$ cat config.mk
export PLATFORM = sky130hd
export DESIGN_NAME = bcd_stopwatch
export DESIGN_NICKNAME = d
export VERILOG_FILES = /design/src/rtl/stopwatch_pkg.sv /design/src/rtl/seg7_decoder.sv /design/src/rtl/bcd_stopwatch.sv
export SDC_FILE = /design/constraint.sdc
export NUM_CORES = 1
export LEC_CHECK = 0
export BUFFER_PORTS_ARGS = -buffer_cell sky130_fd_sc_hd__buf_2
export CELL_PAD_IN_SITES_DETAIL_PLACEMENT = 2
export CELL_PAD_IN_SITES_GLOBAL_PLACEMENT = 2
export CORE_ASPECT_RATIO = 0.5
export CORE_MARGIN = 4
export CORE_UTILIZATION = 33
export CTS_CLUSTER_DIAMETER = 120
export DETAILED_ROUTE_END_ITERATION = 8
export GPL_TIMING_DRIVEN = 0
export HOLD_SLACK_MARGIN = 0.08
export PLACE_DENSITY_LB_ADDON = 0.08
export SLEW_MARGIN = 20
export SYNTH_ARGS = -nofsm -noshare
export SYNTH_HDL_FRONTEND = slang
export SYNTH_HIERARCHICAL = 1
export SYNTH_SLANG_ARGS = --single-unit
$ cat constraint.sdc
create_clock -name clock -period 2.2 [get_ports clock]
set_input_delay 0.22 -clock clock [delete_from_list [all_inputs] [get_ports clock]]
set_output_delay 0.22 -clock clock [all_outputs]
set_load 0.01 [all_outputs]
$ cat src/rtl/stopwatch_pkg.sv
// Shared types and constants for the BCD stopwatch: FSM states and
// active-low seven-segment codes in {g,f,e,d,c,b,a} order.
package stopwatch_pkg;

  typedef enum logic [1:0] {
    IDLE  = 2'd0,
    RUN   = 2'd1,
    PAUSE = 2'd2
  } sw_state_e;

  localparam logic [6:0] SEG_BLANK = 7'b1111111;

  localparam logic [6:0] SEG_DIGIT [0:9] = '{
    7'b1000000, 7'b1111001, 7'b0100100, 7'b0110000, 7'b0011001,
    7'b0010010, 7'b0000010, 7'b1111000, 7'b0000000, 7'b0010000
  };

  localparam logic [3:0] BCD_MAX = 4'd9;

endpackage

$ cat src/rtl/seg7_decoder.sv
// One BCD digit to active-low seven-segment pattern; non-decimal codes
// blank the display.
module seg7_decoder
  import stopwatch_pkg::*;
(
  input  logic [3:0] digit,
  output logic [6:0] seg
);

  always_comb begin
    seg = SEG_BLANK;
    if (digit <= BCD_MAX) seg = SEG_DIGIT[digit];
  end

endmodule

$ cat src/rtl/bcd_stopwatch.sv
// BCD stopwatch counting rising edges of the divider's slow clock under
// start/stop/clear keys. Optional lap-hold display freeze: LAP_HOLD_EN.
module bcd_stopwatch
  import stopwatch_pkg::*;
#(
  parameter int NUM_DIGITS = 4
) (
  input  logic                    clock,
  input  logic                    reset_n,
  input  logic                    slow_clk,
  input  logic                    start_stop,
  input  logic                    clear,
`ifdef LAP_HOLD_EN
  input  logic                    lap,
`endif
  output logic [4*NUM_DIGITS-1:0] bcd,
  output logic [7*NUM_DIGITS-1:0] hex,
  output logic                    running,
  output logic                    overflow
);

  // Event pulses are one clock wide: one per rising edge of the source level.
  logic      slow_q, slow_prev;
  logic [1:0] ss_sync, clr_sync;
  logic      ss_prev, clr_prev;
  logic      tick, ss_ev, clr_ev;

  sw_state_e             state, state_next;
  logic [4*NUM_DIGITS-1:0] bcd_next;
  logic                  ovf_next;
  logic                  carry;
  logic [4*NUM_DIGITS-1:0] display;

  always_ff @(posedge clock or negedge reset_n) begin
    if (!reset_n) begin
      slow_q    <= 1'b0;
      slow_prev <= 1'b0;
      ss_sync   <= 2'b00;
      ss_prev   <= 1'b0;
      clr_sync  <= 2'b00;
      clr_prev  <= 1'b0;
    end else begin
      slow_q    <= slow_clk;
      slow_prev <= slow_q;
      ss_sync   <= {ss_sync[0], start_stop};
      ss_prev   <= ss_sync[1];
      clr_sync  <= {clr_sync[0], clear};
      clr_prev  <= clr_sync[1];
    end
  end

  assign tick   = slow_q & ~slow_prev;
  assign ss_ev  = ss_sync[1] & ~ss_prev;
  assign clr_ev = clr_sync[1] & ~clr_prev;

  // Clear dominates; an increment still lands on the edge that leaves RUN.
  always_comb begin
    state_next = state;
    bcd_next   = bcd;
    ovf_next   = overflow;
    carry      = 1'b0;
    if (clr_ev) begin
      state_next = IDLE;
      bcd_next   = '0;
      ovf_next   = 1'b0;
    end else begin
      if (tick && state == RUN) begin
        carry = 1'b1;
        for (int i = 0; i < NUM_DIGITS; i++) begin
          if (carry) begin
            if (bcd[4*i +: 4] >= BCD_MAX) begin
              bcd_next[4*i +: 4] = 4'd0;
            end else begin
              bcd_next[4*i +: 4] = bcd[4*i +: 4] + 4'd1;
              carry              = 1'b0;
            end
          end
        end
        if (carry) ovf_next = 1'b1;
      end
      if (ss_ev) begin
        case (state)
          IDLE:    state_next = RUN;
          RUN:     state_next = PAUSE;
          PAUSE:   state_next = RUN;
          default: state_next = IDLE;
        endcase
      end
    end
  end

  always_ff @(posedge clock or negedge reset_n) begin
    if (!reset_n) begin
      state    <= IDLE;
      bcd      <= '0;
      overflow <= 1'b0;
      running  <= 1'b0;
    end else begin
      state    <= state_next;
      bcd      <= bcd_next;
      overflow <= ovf_next;
      running  <= (state_next == RUN);
    end
  end

`ifdef LAP_HOLD_EN
  logic [1:0]              lap_sync;
  logic                    lap_prev, lap_ev, frozen;
  logic [4*NUM_DIGITS-1:0] hold_bcd;

  assign lap_ev = lap_sync[1] & ~lap_prev;

  // Freeze captures the count as it stands before this edge's increment.
  always_ff @(posedge clock or negedge reset_n) begin
    if (!reset_n) begin
      lap_sync <= 2'b00;
      lap_prev <= 1'b0;
      frozen   <= 1'b0;
      hold_bcd <= '0;
    end else begin
      lap_sync <= {lap_sync[0], lap};
      lap_prev <= lap_sync[1];
      if (clr_ev || ss_ev) begin
        frozen <= 1'b0;
      end else if (lap_ev) begin
        if (frozen) begin
          frozen <= 1'b0;
        end else if (state == RUN) begin
          frozen   <= 1'b1;
          hold_bcd <= bcd;
        end
      end
    end
  end

  assign display = frozen ? hold_bcd : bcd;
`else
  assign display = bcd;
`endif

  for (genvar d = 0; d < NUM_DIGITS; d++) begin : g_seg
    seg7_decoder u_seg (
      .digit (display[4*d +: 4]),
      .seg   (hex[7*d +: 7])
    );
  end

endmodule
==> results of run 1 <==
==> per-stage QoR <==
step	total power, mW	std cells	hold WS, ps
2_1_floorplan	1.598	244	-75.59
3_3_place_gp	2.008	382	276.2
3_5_place_dp	2.087	382	290.7
4_1_cts	2.662	390	372.7
5_1_grt	2.935	395	373.2
6_report	2.663	395	364.4
==> how the worst max path moves through the flow <==
stage	start	end	slack, ps	depth (start not counted)
global route	bcd[4]	hex[13]	-1	7
CTS	bcd[9]	bcd[12]	7	6
global placement	bcd[1]	bcd[8]	150	6
finish	bcd[4]	bcd[8]	100	6
floorplan	bcd[1]	bcd[8]	300	6
detailed placement	bcd[8]	bcd[12]	80	6
==> synthesized netlist by cell type, types with 2 or more instances <==
cell / number / area (sq um)
dfrtp_1: 28 / 700.7
a22oi_2: 4 / 50.05
inv_1: 22 / 82.58
ha_1: 32 / 400.4
buf_6: 4 / 45.04
nand2_1: 15 / 56.30
o21a_1: 2 / 15.01
buf_2: 5 / 25.02
a21oi_1: 24 / 120.1
o21ai_0: 15 / 75.07
a22o_1: 2 / 17.52
nand2b_1: 3 / 18.77
or3b_1: 2 / 17.52
nand3_1: 4 / 20.02
a211oi_1: 3 / 22.52
nor2_1: 25 / 93.84
or2b_1: 4 / 30.03
o21bai_1: 4 / 30.03
mux2i_1: 5 / 50.05
or4b_1: 2 / 20.02
a2bb2oi_1: 4 / 35.03
o22a_1: 4 / 35.03
xnor2_1: 2 / 17.52
nor3_1: 3 / 15.01
o21ai_1: 4 / 20.02
o31ai_1: 2 / 15.01
==> critical path, cell delays in order (launching register included) <==
cell and delay, ps:
dfrtp_2 470, buf_4 170, ha_1 180, or3b_1 450, a21oi_2 320, nor3b_2 110
mux2_2 280
==> layout make-up <==
| class | instances | area share, % |
|---|---|---|
| inverter | 22 | 2.950 |
| timing repair buffer | 59 | 11.71 |
| sequential | 28 | 25.26 |
| multi-input combinational | 185 | 49.89 |
| buffer | 9 | 2.503 |
| clock inverter | 1 | 1.073 |
| clock buffer | 3 | 2.682 |
| tap | 88 | 3.934 |
==> logic make-up after synthesis <==
group / count (synthesis)
flip-flops: 28
buffers and inverters: 31
AO/OA/AOI/OAI: 74
XOR/XNOR: 3
adder cells (fa/ha/maj): 32
multiplexers: 6
AND/OR/NAND/NOR: 70
==> routing by layer <==
layer,global-route usage (%),routed length [um],up-vias
met5,0,0,-
met4,2.186,50,0
met3,2.903,222,7
met2,29.37,3020,39
met1,19.62,2899,985
li1,-,-,971
==> state kept, by name (all words and copies together), names as in the netlist <==
signal / cells
running: 1
ss_sync: 2
clr_prev: 1
ss_prev: 1
state: 2
clr_sync: 2
bcd: 16
slow_prev: 1
overflow: 1
slow_q: 1
==> power by group through the flow <==
stage	combinational, mW	clock [mW]	sequential (mW)
finish	1.38	0.550	0.731
global route	1.58	0.594	0.757
CTS	1.35	0.563	0.749
detailed placement	1.33	0	0.756
global placement	1.27	0	0.742
floorplan	0.867	0	0.731
==> timing repair <==
action                     CTS  global route
setup endpoints to repair    1             8
hold endpoints to repair    31             0
hold buffers                 4             0
setup buffers                0             5
pin swaps                    0             1
resized for setup            3             3
==> flow_metrics.py, run 1 <==
metrics = {
    "synth": {
        "synth_xor_area_share_pct": 1.171,
        "synth_top_family_by_area": "compound AO/OA/AOI/OAI gates",
        "ys_seq_area_share_pct": 31.22,
        "synth_nets": 281,
        "synth_area_sq_um": 2245,
        "yosysUniqueCellTypes": 46,
        "synthAdderAreaFrac_pct": 17.84,
        "synth.mux.area_fraction_pct": 2.731,
        "post_synth.cell_area_avg_sq_um": 9.199,
        "synth_compound_area_share_pct": 23.02,
        "ys_ff_latch": 28,
        "synthSimpleGateAreaFrac_pct": 17.22,
        "yosys_warnings": 6,
        "synthCells": 244,
        "synthArstFlopShare_pct": 100.0,
        "yosys_most_used_dff": "dfrtp_1",
        "synth_edf_count": 0,
    },
    "min_path": {
        "holdCritStartpoint": "ss_sync[0]",
        "hp-class": "register to register",
        "whs_endpoint": "ss_sync[1]",
        "min_path_cells": 0,
    },
    "grt": {
        "grt_overflow_total": 0,
        "antenna_found_initial": 0,
        "grt_pass1_wl_um": 10900,
        "first_global_vias": 2188,
        "track_usage_pct": 15.74,
        "grt_max_degree": 29,
    },
    "sta": {
        "fin_crit_ps": 2096,
        "worst_slack_ps": 104.0,
        "final_max_slew_viol_count": 0,
        "finalSetupViolations": 0,
        "finalCritPeriodShare_pct": 95.27,
        "hold_viol": 0,
        "setup_tns_ps": 0,
        "tightest_slew_ps": 651.5,
        "clock_skew_ps": 2.104,
        "fmax_mhz": 477.1,
        "slew_headroom_pct": 56.56,
    },
    "placement": {
        "place.gp.congestion": 0.7458,
        "hpwl_um": 4611,
        "buffer_ports.inserted": 50,
        "post_dp_cell_area_sq_um": 2605,
        "dp_slack_ps": 80.35,
    },
    "power": {
        "p_leak_nw": 1.332,
        "p_per_area_nw_per_um2": 951.4,
        "internal-power_mw": 1.562,
        "pwr-share-clk_pct": 20.6,
        "swShare_pct": 41.33,
        "vdd_drop_max_v": 0.0004801,
        "seqPwrFrac_pct": 27.5,
        "pwr-share-comb_pct": 51.9,
        "p_sw_mw": 1.101,
    },
    "critical_path": {
        "critPathLaunchType": "register",
        "cp_data_arrival_time_ps": 2250,
        "worst-setup-path-type": "register to register",
        "r2r_start": "bcd[4]",
        "ff2ff_setup_slack_ps": 100,
        "crit_path_end_kind": "register",
        "r2r-end": "bcd[8]",
        "critPathMaxFanout": 9,
        "r2r_cells": 6,
        "critPathRequiredTime_ps": 2350,
    },
    "clock_network": {
        "clk_path_buf_depth": 2,
        "htreeDepth": 1,
        "clk_pin_slew_ps": 70,
        "clock_latency_ps": 260,
        "cts_tree": "done",
        "clockRootBuffer": "clkbuf_16",
        "clock-sinks": 28,
        "numCtsBuffers": 3,
    },
    "finish": {
        "area_growth_syn_to_layout_pct": 24.69,
        "drive_gt1_share_pct": 28.99,
        "multi_input_area_sq_um": 1396,
        "nets": 345,
        "diodes": 0,
        "layout_commonest_cell": "buf_2",
        "final_util_pct": 44.21,
        "final_area_sq_um": 2799,
        "register_area_sq_um": 706.9,
        "nFillCells": 739,
        "layout_common_cells": "55 x buf_2, 32 x ha_1, 25 x nor2_1",
    },
    "detailed_routing": {
        "routed_wl_um": 6193,
        "postRouteAntennaNets": 0,
        "num_vias": 2002,
        "first_pass_iters": 4,
        "drc": 0,
        "drtIter0Drc": 29,
        "wire_per_inst_um": 15.68,
        "viasPerCell": 5.068,
    },
    "run": {
        "max_cap_violations": 0,
    },
    "floorplanning": {
        "die_y_um": 66.32,
        "rows": 20,
        "die_w_um": 124.6,
        "dieArea_sq_um": 8266,
        "fp.coreArea_sq_um": 6331,
        "initial_core_util_pct": 35.45,
        "io_pins": 51,
    },
    "status": {
        "status": "finished clean",
    },
}
Note: power is estimated with default switching activity, not from simulation.
==> run 2: changes to the inputs <==
Settings changed: CORE_UTILIZATION 33 to 34, CTS_BUF_LIST set to sky130_fd_sc_hd__clkbuf_4, REMOVE_ABC_BUFFERS set to 1.
==> flow_metrics.py, run 2 (synthesis gave the netlist of run 1 again) <==
metrics = {
    "clock_network": {
        "clock-sinks": 28,
        "clockRootBuffer": "clkbuf_4",
        "clock_latency_ps": 330,
        "clk_pin_slew_ps": 160,
        "cts_tree": "done",
        "numCtsBuffers": 3,
        "htreeDepth": 1,
        "clk_path_buf_depth": 2,
    },
    "critical_path": {
        "critPathLaunchType": "register",
        "crit_path_end_kind": "register",
        "crit_family": "simple AND/OR/NAND/NOR gates",
        "ff2ff_setup_slack_ps": 90,
        "crit_end": "bcd[8]",
        "path_cells": "buf_4, ha_1, or3b_1, a21oi_2, nor3b_2, mux2_2",
        "r2r_start": "bcd[4]",
        "r2r_cells": 6,
        "r2r-end": "bcd[8]",
        "slowest_delay_ps": 500,
        "critPathMaxFanout": 10,
        "cp_data_arrival_time_ps": 2340,
        "worst-setup-path-type": "register to register",
        "critPathRequiredTime_ps": 2430,
        "critPathBufInv": 1,
        "cp.depth": 6,
        "crit_start": "bcd[4]",
        "crit_slowest_cell": "dfrtp_2",
    },
    "floorplanning": {
        "fp.coreArea_sq_um": 6231,
        "rows": 20,
        "io_pins": 51,
        "initial_core_util_pct": 36.02,
        "dieArea_sq_um": 8045,
        "die_w_um": 122.9,
        "die_y_um": 65.46,
    },
    "detailed_routing": {
        "first_pass_iters": 3,
        "postRouteAntennaNets": 0,
        "drtIter0Drc": 54,
        "num_vias": 1943,
        "wire_per_inst_um": 15.37,
        "viasPerCell": 5.060,
        "drc": 0,
        "routed_wl_um": 5902,
    },
    "power": {
        "swShare_pct": 47.01,
        "pwr-share-comb_pct": 55.2,
        "internal-power_mw": 1.207,
        "seqPwrFrac_pct": 34.8,
        "p_per_area_nw_per_um2": 858.2,
        "p_leak_nw": 1.235,
        "pwr-share-clk_pct": 10.0,
        "vdd_drop_max_v": 0.0003905,
        "p_sw_mw": 1.071,
    },
    "sta": {
        "finalSetupViolations": 0,
        "clock_skew_ps": 5.755,
        "finalCritPeriodShare_pct": 95.85,
        "fin_crit_ps": 2109,
        "rsz0062_at_grt": "yes",
        "tightest_slew_ps": 665.2,
        "final_max_slew_viol_count": 0,
        "hold_viol": 0,
        "fmax_mhz": 474.2,
        "slew_headroom_pct": 55.66,
        "setup_tns_ps": 0,
    },
    "status": {
        "status": "finished clean",
    },
    "run": {
        "max_cap_violations": 0,
    },
    "finish": {
        "final_area_sq_um": 2655,
        "layout_commonest_cell": "buf_2",
        "top_register": "bcd",
        "layoutNonFillerInstCount": 384,
        "diodes": 0,
        "layout_common_cells": "50 x buf_2, 32 x ha_1, 24 x a21oi_1",
        "nets": 334,
        "largest_reg_flops": 16,
        "area_growth_syn_to_layout_pct": 18.28,
        "drive_gt1_share_pct": 28.04,
    },
    "placement": {
        "place.gp.congestion": 0.7018,
        "post_dp_cell_area_sq_um": 2535,
        "dp_cells": 373,
        "buffer_ports.inserted": 50,
        "hpwl_um": 4280,
    },
    "grt": {
        "first_global_vias": 2164,
        "grt_max_degree": 29,
        "grt_pass1_wl_um": 10320,
        "grt_overflow_total": 0,
        "track_usage_pct": 15.47,
        "antenna_found_initial": 0,
    },
    "min_path": {
        "hp-class": "register to register",
        "holdCritStartpoint": "clr_sync[0]",
    },
}
-- run 2: worst min path at each step --
stage | endpoint | depth (start not counted)
2_1_floorplan | bcd[0] | 0
3_3_place_gp | bcd[3] | 1
3_5_place_dp | bcd[3] | 1
4_1_cts | clr_sync[1] | 0
5_1_grt | clr_sync[1] | 0
6_report | clr_sync[1] | 0
-- run 2: routing by layer --
metal	global-route usage [%]	share of wire, %
met1	19.21	48
met2	29.37	48
met3	2.236	3.9
met4	1.674	0.42
met5	0	0
-- run 2: timing repair --
item                       CTS  global route
buffers inserted             0             3
gates resized for setup      0            13
hold endpoints to repair    31             0
setup endpoints to repair    0            32
hold buffers                 4             0
-- run 2: stage by stage --
stage / total power, mW / hold slack, ps / utilization (%) / setup WS (ps)
2_1_floorplan: 1.553 / -75.59 / - / 299.1
3_3_place_gp: 1.964 / 275.1 / 40.68 / 145.1
3_5_place_dp: 2.034 / 287.9 / 40.68 / 59.38
4_1_cts: 2.278 / 389.4 / 41.75 / 33.26
5_1_grt: 2.524 / 398.3 / 42.61 / -26.47
6_report: 2.278 / 379.0 / 42.61 / 91.39
-- run 2: layout make-up --
type	count	area (sq um)
tap	88	110.1
timing repair buffer	57	312.8
clock inverter	1	3.754
inverter	22	82.58
multi-input combinational	185	1413
fill	702	3576
sequential	28	710.7
clock buffer	3	22.52
-- run 2: power by group through the flow --
stage               logic (mW)  clock network [mW]  registers, mW
floorplan                0.787                   0          0.766
global placement          1.18                   0          0.787
detailed placement        1.24                   0          0.798
CTS                       1.25               0.239          0.789
global route              1.43               0.267          0.827
finish                    1.26               0.227          0.794
==> run 3: changes to the inputs <==
Settings changed: BUFFER_PORTS_ARGS -buffer_cell sky130_fd_sc_hd__buf_2 to not set, CORE_UTILIZATION 34 to 40, DONT_BUFFER_PORTS set to 1.
==> flow_metrics.py, run 3 (synthesis gave the netlist of run 1 again) <==
metrics = {
    "grt": {
        "use_met3_pct": 3.187,
        "antenna_found_initial": 0,
        "grt_pass1_wl_um": 8859,
        "grt_max_degree": 29,
        "track_usage_pct": 15.75,
        "use_met1_pct": 19.28,
        "grt_busiest_layer": "met2",
        "grt_overflow_total": 0,
        "first_global_vias": 1859,
        "grtUsageMet2_pct": 29.87,
    },
    "critical_path": {
        "ff2ff_setup_slack_ps": 120,
        "critPathMaxFanout": 9,
        "critPathRequiredTime_ps": 2410,
        "worst-setup-path-type": "register to register",
        "crit_family": "simple AND/OR/NAND/NOR gates",
        "cp_data_arrival_time_ps": 2290,
        "critPathBufInv": 1,
        "crit_slowest_cell": "dfrtp_2",
        "critPathLaunchType": "register",
        "path_cells": "inv_1, ha_1, or3b_4, a31oi_4, or2_1, o21ai_0",
        "r2r_cells": 6,
        "crit_path_end_kind": "register",
        "slowest_delay_ps": 510,
        "r2r_start": "bcd[1]",
        "r2r-end": "bcd[10]",
    },
    "status": {
        "status": "finished clean",
    },
    "clock_network": {
        "clk_path_buf_depth": 2,
        "clock_latency_ps": 330,
        "clockRootBuffer": "clkbuf_4",
        "htreeDepth": 1,
        "numCtsBuffers": 3,
        "clock-sinks": 28,
        "clk_pin_slew_ps": 150,
        "cts_tree": "done",
    },
    "placement": {
        "buffer_ports.inserted": 0,
        "post_dp_cell_area_sq_um": 2262,
        "hpwl_um": 3900,
        "dp_slack_ps": -12.42,
        "place.gp.congestion": 0.7439,
    },
    "sta": {
        "hold-worst-slack_ps": 292.9,
        "finalSetupViolations": 0,
        "fmax_mhz": 481.6,
        "fin_crit_ps": 2076,
        "tightest_slew_ps": 721.7,
        "slew_headroom_pct": 51.89,
        "worst_slack_ps": 123.7,
        "finalCritPeriodShare_pct": 94.38,
        "final_max_slew_viol_count": 0,
        "rsz0062_at_grt": "no",
        "clock_skew_ps": 7.230,
        "hold_viol": 0,
    },
    "finish": {
        "top_register": "bcd",
        "final_area_sq_um": 2417,
        "nets": 284,
        "layout_common_cells": "32 x ha_1, 25 x nor2_1, 24 x a21oi_1",
        "largest_reg_flops": 16,
        "area_growth_syn_to_layout_pct": 7.692,
        "final_util_pct": 46.67,
        "diodes": 0,
        "drive_gt1_share_pct": 12.60,
        "layout_commonest_cell": "ha_1",
    },
    "power": {
        "p_per_area_nw_per_um2": 900.0,
        "vdd_drop_max_v": 0.0004243,
        "power_mw": 2.176,
        "p_leak_nw": 1.014,
    },
    "floorplanning": {
        "fp.coreArea_sq_um": 5180,
        "die_y_um": 60.97,
        "dieArea_sq_um": 6947,
        "rows": 18,
        "initial_core_util_pct": 43.33,
        "die_w_um": 113.9,
        "io_pins": 51,
    },
    "detailed_routing": {
        "drc": 0,
        "postRouteAntennaNets": 0,
        "num_vias": 1749,
        "routed_wl_um": 5509,
        "drtIter0Drc": 41,
        "viasPerCell": 5.535,
        "wire_per_inst_um": 17.43,
        "first_pass_iters": 4,
    },
    "run": {
        "max_cap_violations": 0,
    },
    "min_path": {
        "hp-class": "input port to asynchronous set/reset pin",
    },
}
[run 3: cell count changes in the layout (fill, tap and decap cells not counted), sizes merged]
cell          previous run  this run
dlymetal6s2s             0         1
buf                     53         1
clkinv                   1         0
bufinv                   0         1
clkbuf                   3         4
[run 3: how the worst max path moves through the flow]
stage | startpoint | to | slack, ps | depth (start not counted)
finish | bcd[1] | bcd[10] | 120 | 6
global route | bcd[5] | hex[11] | 3 | 5
CTS | bcd[9] | bcd[13] | 8 | 6
detailed placement | bcd[1] | bcd[10] | -10 | 6
global placement | bcd[8] | bcd[13] | 80 | 6
floorplan | bcd[1] | bcd[8] | 300 | 6
[run 3: layer usage]
| layer | part of all wire, % | vias to the layer above |
|---|---|---|
| met1 | 46 | 847 |
| met2 | 48 | 43 |
| met3 | 4.9 | 2 |
| met4 | 0.22 | 0 |
| met5 | 0 | - |
| li1 | - | 857 |
[run 3: where the power goes]
| part | leakage [nW] | switching [mW] | internal (mW) |
|---|---|---|---|
| Sequential | 0.349 | 0.226 | 0.595 |
| Clock | 0.0279 | 0.154 | 0.184 |
| Combinational | 0.637 | 0.627 | 0.390 |
[run 3: area by class of cell]
cell class	count	area [sq um]
clock inverter	1	30.03
clock buffer	3	22.52
fill	569	2763
inverter	22	82.58
multi-input combinational	185	1405
sequential	28	711.9
tap	70	87.58
timing repair buffer	7	77.57
[run 3: stage by stage]
step / cells / setup TNS, ps
2_1_floorplan: 235 / 0
3_3_place_gp: 305 / 0
3_5_place_dp: 305 / -21.36
4_1_cts: 314 / 0
5_1_grt: 316 / 0
6_report: 316 / 0
[run 3: worst reg2reg max path: stages (launching register included)]
cell     delay [ps]
dfrtp_2         510
inv_1            90
ha_1            190
or3b_4          450
a31oi_4         360
or2_1           240
o21ai_0         130
[run 3: repair_timing]
action / 4_1_cts / 5_1_grt
hold buffers: 5 / 0
endpoints found under the setup margin: 6 / 27
setup buffers: 0 / 2
hold endpoints to repair: 31 / 0
resized for setup: 3 / 8
